**src/rtl/lcd_text_buffer_if.sv**
```systemverilog
`default_nettype none
// ============================================================================
// Module      : lcd_text_buffer_if
// Description : Bundle between the character writer / LCD bus controller and
//               the double-buffered text store.
//               Writer side: wr_en, wr_line, wr_col, wr_data, clr, commit.
//               Controller side: ready in; data, line, col, valid,
//               line_start, frame_done, commit_pending out.
//               master = upstream logic + controller, slave = lcd_text_buffer.
// Revision    : 1.0 - initial release
// ============================================================================
interface lcd_text_buffer_if #(
    parameter int COLS   = 16,
    parameter int LINES  = 2,
    parameter int CHAR_W = 8
);
    localparam int CW = (COLS  > 1) ? $clog2(COLS)  : 1;
    localparam int LW = (LINES > 1) ? $clog2(LINES) : 1;

    logic              wr_en;
    logic [LW-1:0]     wr_line;
    logic [CW-1:0]     wr_col;
    logic [CHAR_W-1:0] wr_data;
    logic              clr;
    logic              commit;
    logic              ready;
    logic [CHAR_W-1:0] data;
    logic [LW-1:0]     line;
    logic [CW-1:0]     col;
    logic              valid;
    logic              line_start;
    logic              frame_done;
    logic              commit_pending;

    modport master (
        output wr_en, wr_line, wr_col, wr_data, clr, commit, ready,
        input  data, line, col, valid, line_start, frame_done, commit_pending
    );

    modport slave (
        input  wr_en, wr_line, wr_col, wr_data, clr, commit, ready,
        output data, line, col, valid, line_start, frame_done, commit_pending
    );
endinterface
`default_nettype wire

```
**src/rtl/lcd_text_buffer.sv**
```systemverilog
`default_nettype none
// ============================================================================
// Module      : lcd_text_buffer
// Description : Double-buffered LINES x COLS character store with a scanner.
//               Writes and clears land in the back buffer; a commit copies
//               back to front only when the scan wraps past the last cell,
//               so the panel never shows a half-updated message.
// Ports       : clk, rst (synchronous, active-high)
//               bus (lcd_text_buffer_if.slave): write/clear/commit inputs,
//               ready handshake in, scan pointer and character out.
// Revision    : 1.0 - initial release
// ============================================================================
module lcd_text_buffer #(
    parameter int                COLS   = 16,
    parameter int                LINES  = 2,
    parameter int                CHAR_W = 8,
    parameter logic [CHAR_W-1:0] FILL   = CHAR_W'(8'hFE)
) (
    input  wire logic        clk,
    input  wire logic        rst,
    lcd_text_buffer_if.slave bus
);
    localparam int CW    = (COLS  > 1) ? $clog2(COLS)  : 1;
    localparam int LW    = (LINES > 1) ? $clog2(LINES) : 1;
    localparam int CELLS = LINES * COLS;
    localparam int IW    = $clog2(CELLS);

    localparam logic [CW-1:0] c_last_col  = CW'(COLS - 1);
    localparam logic [LW-1:0] c_last_line = LW'(LINES - 1);

    logic [CHAR_W-1:0] r_front [CELLS];
    logic [CHAR_W-1:0] r_back  [CELLS];
    logic [CHAR_W-1:0] w_back_next [CELLS];

    logic [LW-1:0] r_line;
    logic [CW-1:0] r_col;
    logic          r_valid;
    logic          r_frame_done;
    logic          r_commit_pending;

    logic          w_advance;
    logic          w_boundary;
    logic          w_wr_ok;
    logic [IW-1:0] w_rd_idx;
    logic [IW-1:0] w_wr_idx;

    always_comb begin
        w_advance  = r_valid && bus.ready;
        w_boundary = w_advance && (r_line == c_last_line) && (r_col == c_last_col);
        // Address fields may be wider than the populated range; such writes drop.
        w_wr_ok    = bus.wr_en && (32'(bus.wr_line) < LINES) && (32'(bus.wr_col) < COLS);
        w_rd_idx   = IW'(32'(r_line) * COLS + 32'(r_col));
        w_wr_idx   = IW'(32'(bus.wr_line) * COLS + 32'(bus.wr_col));
    end

    // Clear first, then the write, so a same-cycle write survives the clear.
    always_comb begin
        w_back_next = r_back;
        if (bus.clr) begin
            w_back_next = '{default: FILL};
        end
        if (w_wr_ok) begin
            w_back_next[w_wr_idx] = bus.wr_data;
        end
    end

    always_ff @(posedge clk) begin
        if (rst) begin
            r_front          <= '{default: FILL};
            r_back           <= '{default: FILL};
            r_line           <= '0;
            r_col            <= '0;
            r_valid          <= 1'b0;
            r_frame_done     <= 1'b0;
            r_commit_pending <= 1'b0;
        end else begin
            r_valid      <= 1'b1;
            r_frame_done <= w_boundary;
            r_back       <= w_back_next;

            if (w_advance) begin
                if (r_col == c_last_col) begin
                    r_col  <= '0;
                    r_line <= (r_line == c_last_line) ? '0 : r_line + 1'b1;
                end else begin
                    r_col <= r_col + 1'b1;
                end
            end

            // The copy takes back as it stood before this cycle's write/clear.
            if (w_boundary) begin
                if (r_commit_pending || bus.commit) begin
                    r_front <= r_back;
                end
                r_commit_pending <= 1'b0;
            end else if (bus.commit) begin
                r_commit_pending <= 1'b1;
            end
        end
    end

    assign bus.data           = r_front[w_rd_idx];
    assign bus.line           = r_line;
    assign bus.col            = r_col;
    assign bus.valid          = r_valid;
    assign bus.line_start     = r_valid && (r_col == '0);
    assign bus.frame_done     = r_frame_done;
    assign bus.commit_pending = r_commit_pending;
endmodule
`default_nettype wire

```
**src/flat_wrapper.sv**
```systemverilog
// flat-port wrapper written by rule: the top's interface ports become plain ports
module lcd_text_buffer_flat 
#(
    parameter int                COLS   = 16,
    parameter int                LINES  = 2,
    parameter int                CHAR_W = 8,
    parameter logic [CHAR_W-1:0] FILL   = CHAR_W'(8'hFE)
)
  (clk, rst, bus_wr_en, bus_wr_line, bus_wr_col, bus_wr_data, bus_clr, bus_commit, bus_ready, bus_data, bus_line, bus_col, bus_valid, bus_line_start, bus_frame_done, bus_commit_pending);
  lcd_text_buffer_if #(.COLS(COLS), .LINES(LINES), .CHAR_W(CHAR_W)) bus_i ();
  input  wire logic clk;
  input  wire logic rst;
  input wire logic [$bits(bus_i.wr_en)-1:0] bus_wr_en;
  input wire logic [$bits(bus_i.wr_line)-1:0] bus_wr_line;
  input wire logic [$bits(bus_i.wr_col)-1:0] bus_wr_col;
  input wire logic [$bits(bus_i.wr_data)-1:0] bus_wr_data;
  input wire logic [$bits(bus_i.clr)-1:0] bus_clr;
  input wire logic [$bits(bus_i.commit)-1:0] bus_commit;
  input wire logic [$bits(bus_i.ready)-1:0] bus_ready;
  output wire logic [$bits(bus_i.data)-1:0] bus_data;
  output wire logic [$bits(bus_i.line)-1:0] bus_line;
  output wire logic [$bits(bus_i.col)-1:0] bus_col;
  output wire logic [$bits(bus_i.valid)-1:0] bus_valid;
  output wire logic [$bits(bus_i.line_start)-1:0] bus_line_start;
  output wire logic [$bits(bus_i.frame_done)-1:0] bus_frame_done;
  output wire logic [$bits(bus_i.commit_pending)-1:0] bus_commit_pending;
  assign bus_i.wr_en = bus_wr_en;
  assign bus_i.wr_line = bus_wr_line;
  assign bus_i.wr_col = bus_wr_col;
  assign bus_i.wr_data = bus_wr_data;
  assign bus_i.clr = bus_clr;
  assign bus_i.commit = bus_commit;
  assign bus_i.ready = bus_ready;
  assign bus_data = bus_i.data;
  assign bus_line = bus_i.line;
  assign bus_col = bus_i.col;
  assign bus_valid = bus_i.valid;
  assign bus_line_start = bus_i.line_start;
  assign bus_frame_done = bus_i.frame_done;
  assign bus_commit_pending = bus_i.commit_pending;
  lcd_text_buffer #(.COLS(COLS), .LINES(LINES), .CHAR_W(CHAR_W), .FILL(FILL)) u_core (.clk(clk), .rst(rst), .bus(bus_i));
endmodule
```
**config.mk**
```make
export PLATFORM = sky130hd
export DESIGN_NAME = lcd_text_buffer_flat
export DESIGN_NICKNAME = d
export VERILOG_FILES = /design/src/rtl/lcd_text_buffer_if.sv /design/src/rtl/lcd_text_buffer.sv /design/src/flat_wrapper.sv
export SDC_FILE = /design/constraint.sdc
export NUM_CORES = 1
export LEC_CHECK = 0
export ABC_AREA = 1
export BUFFER_PORTS_ARGS = -buffer_cell sky130_fd_sc_hd__buf_2
export CORE_UTILIZATION = 45
export DETAILED_ROUTE_END_ITERATION = 16
export GPL_ROUTABILITY_DRIVEN = 0
export PLACE_DENSITY_LB_ADDON = 0.2
export SETUP_SLACK_MARGIN = 0.5
export SYNTH_ARGS = -nofsm -noshare
export SYNTH_HDL_FRONTEND = slang
export SYNTH_SLANG_ARGS = --single-unit
```
**constraint.sdc**
```tcl
create_clock -name clk -period 1.9 [get_ports clk]
set_clock_uncertainty 0.1 [all_clocks]
set_input_delay 0 -clock clk [delete_from_list [all_inputs] [get_ports clk]]
set_output_delay 0 -clock clk [all_outputs]
set_load 0.02 [all_outputs]
```
Word level (Yosys, flattened, before mapping)
Index checks and enable logic that the tools add are counted.
- muxes and demuxes: 11
- reductions and logical operators: 10
- add/subtract/negate cells: 4
- eq/ne operators: 1
- shift operators: 0
- bitwise logic cells: 2
- order comparisons: 3
- div/mod/pow operators: 0
- $mul: 0
- operators with widths (cell ; count):
    $mux 256 ; 2
    $bwmux 256 ; 1
    $bmux 8 s5 ; 1
    $demux 8 s5 ; 1
    $mux 8 ; 3
    $ge 6x6->1 const B ; 2
    $not 5->6 ; 2
    $add 5x4->5 ; 2
    $lt 6x1->1 const B ; 1
    $logic_and 1x1->1 ; 5
    $add 4x1->4 const B ; 1
    $eq 4x4->1 const B ; 1
    $logic_not 4->1 ; 1
    $mux 4 ; 1
    $reduce_and 2->1 ; 2
    $mux 1 ; 2
    $reduce_or 2->1 ; 1
    $add 1x1->1 const B ; 1
    $logic_or 1x1->1 ; 1
- input port bits: 19
- ROM bits: 0
- memories: 0
- latch bits: 0
- register bits after elaboration: 520
- memory bits (writable): 0

Logic depth before layout (Yosys ltp)
- word-level depth: 8
- mapped depth: 10

Least setup slack after synthesis
Ideal clock, no wire load.
- path type: register to output
- start point: register u_core.r_col[0] (netlist: u_core.bus.col[0])
- end point: output bus_data[7]
- arrival: 1664 ps
- slack: 136 ps
- stages on the path, launching flop included: 10
- required time: 1800 ps
- path buffers: 3
- cell sequence: dfxtp_1 > buf_2 > buf_2 > buf_2 > nand2_1 > nand3_1 > nand3_1 > nand3_1 > nor2_1 > nor2_1
- longest elaborated chain between the ends: 5
- RTL lines (what ; RTL line ; text):
    start: declaration ; lcd_text_buffer.sv:36 ; logic [CW-1:0] r_col;
    start signal: assignment ; lcd_text_buffer.sv:86 ; r_col <= r_col + 1'b1;
    $add 5x4->5 ; lcd_text_buffer.sv:52 ; w_rd_idx = IW'(32'(r_line) * COLS + 32'(r_col));
    $not 5->6 (implied by the code) ; lcd_text_buffer.sv:102 ; assign bus.data = r_front[w_rd_idx];
    $bmux 8 s5 ; lcd_text_buffer.sv:102 ;
    $mux 8 (implied by the code) (2 in a row) ; lcd_text_buffer.sv:102 ;
    end: declaration ; flat_wrapper.sv:20 ; output wire logic [$bits(bus_i.data)-1:0] bus_data;
Every way passes these cells. The select of a mux whose other input is x is not followed.

Final worst setup path
- start point: register u_core.r_col[0] (netlist: u_core.bus.col[0])
- end point: output bus_data[2]
Same word-level chain as after synthesis.

==> metrics.cfg <==
[layout]
diodes=0
nFillCells=3658
final-instance-count-excl-fill=3470
fin_util=0.634
syn2layout_area_growth_pct=37.8
drive_above_1_share=0.269
nets=2853

[worst_setup_path]
cp_data_required_time_ns=1.80
critPathLaunch=u_core.bus.col[0]
path_class=flip-flop to output pin
reg2reg_from=u_core.bus.col[0]
regToRegSetupSlack_ns=-0.60
cp_max_fo=47
critPathCaptureType=output pin
r2r-end=u_core.r_front[61]
startpoint_type=flip-flop
critPathArrivalTime_ns=2.41
worst-r2r-cell-count=15

[floorplan]
die_y_um=218
start_util=0.460
fp-row-count=78
core_area_um2=45700
die_area_um2=47600
die_w_um=218
io_pins=36

[global_route]
grtUsageTotal=0.313
grt_pass1_wl_mm=116
antenna_found_initial=0
grt_overflow=0
grt_pass1_vias=19700
grt_max_degree=67

[worst_hold_path]
hold_path_depth=3
min_to=u_core.bus.commit_pending
min_path_type=input port to flip-flop
min_from=bus_commit

[synth]
synth-edff-count=0
ys.flop_type=dfxtp_1
synthCells=2749
synth_area_um2=21000
synth_top_area_frac=0.495
synthArstFlopShare=0
synth.avg_cell_area_um2=7.64
ys_ff_latch=520
yosysMostFrequentCell=nand2_1
synth_area_leaders=dfxtp_1 50%, nand2_1 13%, o211ai_1 12%
yosys.area.top_type=dfxtp_1
synth_cell_type_count=23
ys_seq_area_frac=0.495
yosys_warnings=0
synth_nets=2770
netlist_top_cells_count=705 x nand2_1, 520 x dfxtp_1, 338 x o211ai_1

[sta]
fin_crit_sh=1.32
max_freq_mhz=398
hold_violations=30
drv_slew=0
setup_ws_ns=-0.612
setup_viol=270
relSlewSlack=0.554
rsz0062_at_grt=true
period_minus_slack_ns=2.51
tightestPinTransition_ns=0.670
whs_ns=-0.401

[drt]
drt.antenna.violating_nets=0
dr_total_vias=21000
drt-initial-drc-count=2426
viasPerCell=6.04
drt-pass1-iter-count=6
routed_wl_mm=77.7
route.detailed.drc=0
wl_per_cell_um=22.4

[power_and_ir_drop]
cellPowerDensity_nw_per_um2=806
power_switching_mw=5.76
vdd_drop_max_v=0.000800
power_frac_seq=0.471
p_leak_nw=11.8
p_sw_frac=0.247
p_comb_frac=0.075
pwr-share-clk=0.454
intPower_mw=17.6

[clocking]
cts.clk_slew.worst_paths_ns=0.06
cts_tree=built
cts_root_buf=clkbuf_16
cts_buffers=54
htreeDepth=2
clock_latency_ns=0.62
cts_sinks=520
clock_path_buffers=3

[run_status]
status=complete, but fails checks
violations=negative hold slack, negative setup slack

[flow_run]
cap_viol_max_count=0

[place]
placed_cells=3237
portBuffers=35
dp_hpwl_mm=37.3

stage by stage:
step                area [µm²]  TNS, ns  power [mW]  setup slack [ns]
finish                   29000  -130.24        23.3            -0.612
global route             29000  -148.03        24.0            -0.707
CTS                      27500  -103.61        23.2            -0.541
detailed placement       22200   -0.216        12.6            -0.177
global placement         22200   -0.148        12.6            -0.124
floorplan                21400        0        12.0             0.334
sequential cells by signal (all words and copies together) (netlist names):
register and flops:
u_core.bus.col 4, u_core.bus.commit_pending 1, u_core.bus.frame_done 1, u_core.bus.line 1, u_core.bus.valid 1, u_core.r_back 256, u_core.r_front 256
layout make-up:
type,instances,area [µm²],area share
Multi-Input combinational cell,1812,11100,0.383
Tap cell,600,751,0.0259
Clock inverter,17,179,0.00618
Clock buffer,77,1560,0.0538
Timing Repair Buffer,268,4190,0.145
Sequential cell,520,10400,0.360
Timing Repair inverter,3,76.3,0.00264
Inverter,173,693,0.0239
cells in the final DEF (no fill, tap or decap), types with 4 or more instances in the layout:
cell	instances
buf_4	67
nand2_2	92
nor2_2	19
clkinv_2	11
nor2_1	110
o211ai_1	338
nand3_2	122
nand2_4	136
o21ai_0	280
inv_1	165
a21oi_1	52
clkbuf_1	11
buf_12	51
nor2_4	11
clkbuf_8	12
buf_2	26
buf_16	61
nand3_1	115
o21ai_2	24
o21ai_1	12
clkbuf_16	61
buf_6	27
buf_8	12
nor3_2	7
dfxtp_1	515
o21ai_4	4
dlygate4sd3_1	16
nand2_1	477
worst max-delay path: stages, from the launching register on:
cell and delay [ns]:
dfxtp_4 0.40, inv_8 0.11, buf_16 0.25, nand2_1 0.10, nand3_1 0.15, nand3_2 0.17, nand3_1 0.17, nor2_1 0.07
nor2_2 0.19, buf_6 0.15
timing repair:
action,in CTS,in global routing
hold buffers,15,2
resized for setup,423,270
pin swaps,65,86
hold endpoints to repair,376,25
setup buffers,46,12
setup endpoints to repair,271,525
gates cloned,54,10
layer usage:
layer / track usage / wire length [µm] / vias to the layer above
li1: - / - / 9467
met1: 0.409 / 31600 / 10200
met2: 0.505 / 35800 / 1019
met3: 0.0474 / 6350 / 228
met4: 0.150 / 3940 / 0
met5: 0 / 0 / -
how the worst max path moves through the flow:
stage / endpoint / slack [ns] / depth (start not counted)
5_1_grt: bus_data[1] / -0.71 / 9
6_report: bus_data[2] / -0.61 / 9
3_5_place_dp: bus_data[1] / -0.18 / 11
2_1_floorplan: u_core.r_front[103] / 0.33 / 8
4_1_cts: bus_data[7] / -0.54 / 11
3_3_place_gp: bus_data[1] / -0.12 / 11
power by group through the flow:
stage                     combinational [mW]  clock (mW)  sequential (mW)
final                                   1.74        10.6             11.0
after global routing                    1.82        11.1             11.0
after CTS                               1.56        10.6             11.0
after detailed placement                1.38           0             11.2
after global placement                  1.37           0             11.2
after floorplan                        0.783           0             11.2
cells by family after synthesis:
logic type,Yosys count,synth area share
flip-flops,520,0.495
buffers and inverters,417,0.0797
AND/OR/NAND/NOR,1098,0.214
adder cells (fa/ha/maj),2,0.00119
AO/OA/AOI/OAI,712,0.210
Power figures use the tool's default switching activity.
